`src/rtl/mux_arb_pkg.sv`:
```
// rtl/mux_arb_pkg.sv - shared state type and arbitration helpers for rr_mux_arbiter
package mux_arb_pkg;

   // Upper bound on select width; the pick helper works on vectors of this size
   localparam int MAX_SIZE = 6;
   localparam int MAX_CH   = 1 << MAX_SIZE;

   typedef enum logic {
      IDLE,
      BUSY
   } state_t;

   typedef struct packed {
      logic                found;
      logic [MAX_SIZE-1:0] idx;
   } pick_t;

   // Ceiling log2; clog2(1) = 0
   function automatic int clog2(input int unsigned value);
      int          r;
      int unsigned v;
      r = 0;
      v = (value > 0) ? value - 1 : 0;
      while (v > 0) begin
         r++;
         v = v >> 1;
      end
      return r;
   endfunction

   // First set bit of req searched from ptr+1 upward, wrapping modulo n
   function automatic pick_t rr_pick(input logic [MAX_CH-1:0]   req,
                                     input logic [MAX_SIZE-1:0] ptr,
                                     input int unsigned         n);
      pick_t               r;
      logic [MAX_SIZE-1:0] c;
      r = '0;
      for (int unsigned k = 1; k <= MAX_CH; k++) begin
         if (!r.found && k <= n) begin
            c = MAX_SIZE'((ptr + k) % n);
            if (req[c]) begin
               r.found = 1'b1;
               r.idx   = c;
            end
         end
      end
      return r;
   endfunction

endpackage

```
`src/rtl/rr_mux_arbiter_mux.sv`:
```
// rtl/rr_mux_arbiter_mux.sv - parameterised N-to-1 data mux, N = 2**SIZE
module rr_mux_arbiter_mux #(
   parameter int WIDTH = 32,
   parameter int SIZE  = 2
) (
   input  logic [(2**SIZE)*WIDTH-1:0] data,
   input  logic [SIZE-1:0]            sel,
   output logic [WIDTH-1:0]           y
);

   // Route the selected channel's slice to the output
   always_comb begin
      y = '0;
      for (int i = 0; i < 2**SIZE; i++) begin
         if (sel == SIZE'(i)) begin
            y = data[i*WIDTH +: WIDTH];
         end
      end
   end

endmodule

```
`src/rtl/rr_mux_arbiter.sv`:
```
// rtl/rr_mux_arbiter.sv - round-robin packet-locking arbiter over a shared channel; optional idle timeout under MUXARB_TIMEOUT_EN
module rr_mux_arbiter
   import mux_arb_pkg::*;
#(
   parameter int WIDTH    = 32,
   parameter int SIZE     = 2,
   parameter int CHANNELS = 2**SIZE,
   parameter int TIMEOUT  = 255
) (
   input  logic                      clk,
   input  logic                      rst_n,
   input  logic [CHANNELS-1:0]       in_valid,
   input  logic [CHANNELS-1:0]       in_last,
   input  logic [CHANNELS*WIDTH-1:0] in_data,
   output logic [CHANNELS-1:0]       in_ready,
   output logic                      out_valid,
   output logic                      out_last,
   output logic [WIDTH-1:0]          out_data,
   input  logic                      out_ready,
   output logic [SIZE-1:0]           out_sel,
   output logic [CHANNELS-1:0]       grant
`ifdef MUXARB_TIMEOUT_EN
   ,
   output logic                      timeout_err
`endif
);

   if (CHANNELS != 2**SIZE || SIZE > MAX_SIZE || SIZE < 1 || TIMEOUT < 1) begin : g_bad_params
      $error("rr_mux_arbiter: CHANNELS must equal 2**SIZE, SIZE in 1..MAX_SIZE, TIMEOUT >= 1");
   end

   state_t              state, state_n;
   logic [SIZE-1:0]     ptr, ptr_n, sel_n;
   logic [CHANNELS-1:0] grant_n;
   logic [MAX_CH-1:0]   req_ext;
   pick_t               pick;
   logic                xfer;
   logic                tmo_hit;
   logic                release_lock;

   // Round-robin search over the current requests, starting after the last owner
   always_comb begin
      req_ext                 = '0;
      req_ext[CHANNELS-1:0]   = in_valid;
      pick                    = rr_pick(req_ext, MAX_SIZE'(ptr), CHANNELS);
   end

   // Shared channel is only driven while a packet owns it
   assign out_valid    = (state == BUSY) && in_valid[out_sel];
   assign out_last     = (state == BUSY) && in_last[out_sel];
   assign in_ready     = grant & {CHANNELS{out_ready}};
   assign xfer         = out_valid && out_ready;
   assign release_lock = (xfer && out_last) || tmo_hit;

`ifdef MUXARB_TIMEOUT_EN
   localparam int CNT_W = (clog2(TIMEOUT + 1) > 8) ? clog2(TIMEOUT + 1) : 8;

   logic [CNT_W-1:0] idle_cnt;

   assign tmo_hit = (state == BUSY) && !in_valid[out_sel] &&
                    (idle_cnt == CNT_W'(TIMEOUT - 1));

   // Count owner-idle cycles inside a locked packet; ready stalls with valid held do not count
   always_ff @(posedge clk or negedge rst_n) begin
      if (!rst_n) begin
         idle_cnt    <= '0;
         timeout_err <= 1'b0;
      end else begin
         timeout_err <= tmo_hit;
         if (state != BUSY || xfer || tmo_hit) begin
            idle_cnt <= '0;
         end else if (!in_valid[out_sel]) begin
            idle_cnt <= idle_cnt + 1'b1;
         end
      end
   end
`else
   assign tmo_hit = 1'b0;
`endif

   // Next state: grant the round-robin winner from IDLE, release on last beat or timeout
   always_comb begin
      state_n = state;
      ptr_n   = ptr;
      sel_n   = out_sel;
      grant_n = grant;
      case (state)
         IDLE: begin
            if (pick.found) begin
               sel_n                   = SIZE'(pick.idx);
               grant_n                 = '0;
               grant_n[SIZE'(pick.idx)] = 1'b1;
               state_n                 = BUSY;
            end
         end
         BUSY: begin
            if (release_lock) begin
               ptr_n   = out_sel;
               sel_n   = '0;
               grant_n = '0;
               state_n = IDLE;
            end
         end
         default: begin
            sel_n   = '0;
            grant_n = '0;
            state_n = IDLE;
         end
      endcase
   end

   // State, priority pointer, select and grant registers; out_sel parks at 0 when idle
   always_ff @(posedge clk or negedge rst_n) begin
      if (!rst_n) begin
         state   <= IDLE;
         ptr     <= SIZE'(CHANNELS - 1);
         out_sel <= '0;
         grant   <= '0;
      end else begin
         state   <= state_n;
         ptr     <= ptr_n;
         out_sel <= sel_n;
         grant   <= grant_n;
      end
   end

   rr_mux_arbiter_mux #(
      .WIDTH (WIDTH),
      .SIZE  (SIZE)
   ) u_mux (
      .data (in_data),
      .sel  (out_sel),
      .y    (out_data)
   );

endmodule

```
`config.mk`:
```
export PLATFORM = sky130hd
export DESIGN_NAME = rr_mux_arbiter
export DESIGN_NICKNAME = d
export VERILOG_FILES = /design/src/rtl/mux_arb_pkg.sv /design/src/rtl/rr_mux_arbiter_mux.sv /design/src/rtl/rr_mux_arbiter.sv
export SDC_FILE = /design/constraint.sdc
export NUM_CORES = 1
export LEC_CHECK = 0
export ABC_AREA = 0
export CAP_MARGIN = 20
export CORE_MARGIN = 2
export CORE_UTILIZATION = 27
export DETAILED_ROUTE_END_ITERATION = 6
export PLACE_DENSITY = 0.86
export SYNTH_ARGS = -nofsm -noshare
export SYNTH_HDL_FRONTEND = slang
export SYNTH_SLANG_ARGS = --single-unit
```
`constraint.sdc`:
```
create_clock -name clk -period 4.3 [get_ports clk]
set_input_delay 0.645 -clock clk [delete_from_list [all_inputs] [get_ports clk]]
set_output_delay 0.645 -clock clk [all_outputs]
set_load 0.005 [all_outputs]
```
==> flow_metrics.tcl <==
set metrics [dict create \
    status "completed" \
    start_kind "flip-flop" \
    highest_layer "met4" \
    gp_congestion 0.8815 \
    leakage_nw 1.176 \
    first_pass_iters 4 \
    routedWlPerCell_um 20.55 \
    grt_overflow 0 \
    yosysWarnings 0 \
    htreeDepth 1 \
    post-route-drc-count 0 \
    grt_pass1_wl_mm 10.01 \
    setup_violations 0 \
    cts_setup_buffers 0 \
    max_cap_viol_count 0 \
    clock_path_buffers 2 \
    port_buffers 182 \
    dp.final_hpwl_mm 6.060 \
    pin_count 183 \
    ys_ff_latch 9 \
    peakVddDrop_mv 0.3717 \
    worst_slew_pin_slew_ns 0.7805 \
    area_delta_synth_final_pct 138.6 \
    slew_headroom_pct 47.97 \
    antenna_found_initial 0 \
    finClkSkew_ns 0.003909 \
    wl_met1_mm 2.735 \
    cts_resized 0 \
    synth.distinct_cells 32 \
    cts_inserted_buffers 3 \
    end_kind "output pin" \
    layout_commonest_cell "clkdlybuf4s50_1" \
    syn-num-nets 237 \
    clk_latency_ns 0.24 \
    grt_pass1_vias 1863 \
    grt_max_degree 28 \
    final_cell_mix "clkdlybuf4s50_1 (182), mux4_2 (32), nand2b_1 (6), dfrtp_1 (6)" \
    root_buffer "clkbuf_8" \
    track_usage_pct 23.97 \
    wl_met2_mm 3.501 \
    fin_crit_sh_pct 71.05 \
    detail_route.iter0.violations 51 \
    rsz0062_at_grt "no" \
    slew_violations 0 \
    die_h_um 75.43 \
    drt_wl_total_mm 7.070 \
    syn_area_mm2 0.001378 \
    rows 25 \
    die-area_mm2 0.005690 \
    route.met3.wl_um 582 \
    cts.sink_count 9 \
    viasPerCell 4.924 \
    fin_tns_setup_ns 0 \
    die_w_um 75.43 \
    power.density_mw_per_mm2 435.1 \
    syn-instance-count 98 \
    cts_hold_buffers 0 \
    cp_data_required_time_ns 3.65 \
    path_clk_slew_ns 0.05 \
    diodes 0 \
    layout-drive-gt1-share_pct 17.33 \
    fmax_mhz 327.3 \
    fin_nets 417 \
    num_vias 1694 \
    crit_type "reg -> out" \
    syn_area_per_cell_um2 14.06 \
    ant_nets 0 \
    power_mw 1.430 \
    cts_tree "built" \
    core-area_mm2 0.004817 \
    cp_max_fo 27 \
    start_util_pct 28.60 \
    fin_crit_ns 3.055 \
    yosysSeqAreaShare_pct 16.53 \
    hold_viol 0 \
    hold_class "reg -> reg" \
    arrival_ns 2.41 \
]
## flip-flops by register name (all words and copies together), names as in the netlist
register and count:
grant 4, out_sel 2, ptr 2, state 1
## kinds of logic after synthesis
family	count (synthesis)	synth area share (%)
AND/OR/NAND/NOR	25	10.27
AO/OA/AOI/OAI	16	10.90
multiplexers	39	58.13
flip-flops	9	16.53
buffers and inverters	9	4.178
## routing by layer
| layer | up-vias | track usage (%) |
|---|---|---|
| li1 | 778 | - |
| met2 | 91 | 42.03 |
| met4 | 0 | 9.552 |
| met1 | 803 | 27.99 |
| met3 | 22 | 6.085 |
| met5 | - | 0 |
## through the flow
stage          hold WS [ns]  instance area [um2]  setup slack (ns)  util, %  instances
6_report             0.5113                 3287             1.245    68.23        344
5_1_grt              0.5415                 3287             1.108    68.23        344
2_1_floorplan        0.3494                 1378             2.362        -         98
3_3_place_gp         0.4952                 3242             1.478    67.30        340
3_5_place_dp         0.4985                 3242             1.476    67.30        340
4_1_cts              0.5139                 3287             1.219    68.23        344
## synth_stat cells
master,instances,area (um2)
o21bai_1,1,7.510
or3_1,1,6.260
a21oi_2,1,8.760
o22ai_4,1,20.02
nor4_1,1,6.260
o22ai_2,1,12.51
and3b_1,1,8.760
a21oi_1,3,15.01
a2bb2o_4,1,20.02
mux4_2,32,720.7
buf_2,4,20.02
mux2_4,2,30.03
dfstp_2,2,52.55
nand2_1,5,18.77
or2_2,1,6.260
buf_1,1,3.750
buf_4,3,22.52
nor2_1,2,7.510
a22o_1,1,8.760
nand2_2,1,6.260
dfrtp_1,7,175.2
a21boi_0,1,7.510
nand2b_1,6,37.54
mux2i_1,5,50.05
nor2b_1,2,12.51
a21bo_1,1,10.01
and3_1,1,6.260
o22ai_1,1,6.260
buf_6,1,11.26
o2bb2ai_1,3,26.28
and2_1,4,25.02
o31ai_1,1,7.510
## final cells by class
| type | count | area, um2 |
|---|---|---|
| sequential | 9 | 229.0 |
| fill | 388 | 1530 |
| clock buffer | 4 | 45.04 |
| tap | 67 | 83.83 |
| multi-input combinational | 80 | 1092 |
| timing repair buffer | 184 | 1837 |
## path summary, 6_finish.rpt
kind / cells past startpoint / startpoint / end / slack [ns]
min reg2reg: 1 / grant[2] / grant[2] / 0.51
max in group asynchronous: 1 / rst_n / ptr[1] / 3.28
max reg2reg: 5 / out_sel[0] / grant[2] / 2.19
max: 3 / out_sel[0] / out_data[10] / 1.24
min in group asynchronous: 1 / rst_n / state / 0.71
min: 1 / grant[2] / grant[2] / 0.51
## power by group
part / internal (mW) / leakage [nW] / switching, mW / total, mW
logic: 0.767 / 1.04 / 0.350 / 1.12
clock network: 0.0647 / 0.0228 / 0.0347 / 0.0994
registers: 0.127 / 0.109 / 0.0859 / 0.213
## worst max-delay path, cell delays in order, from the launching register on
cell	delay (ns)
dfrtp_2	0.59
buf_4	0.50
mux4_2	0.57
clkdlybuf4s50_1	0.50
Note: power is estimated with default switching activity, not from simulation.
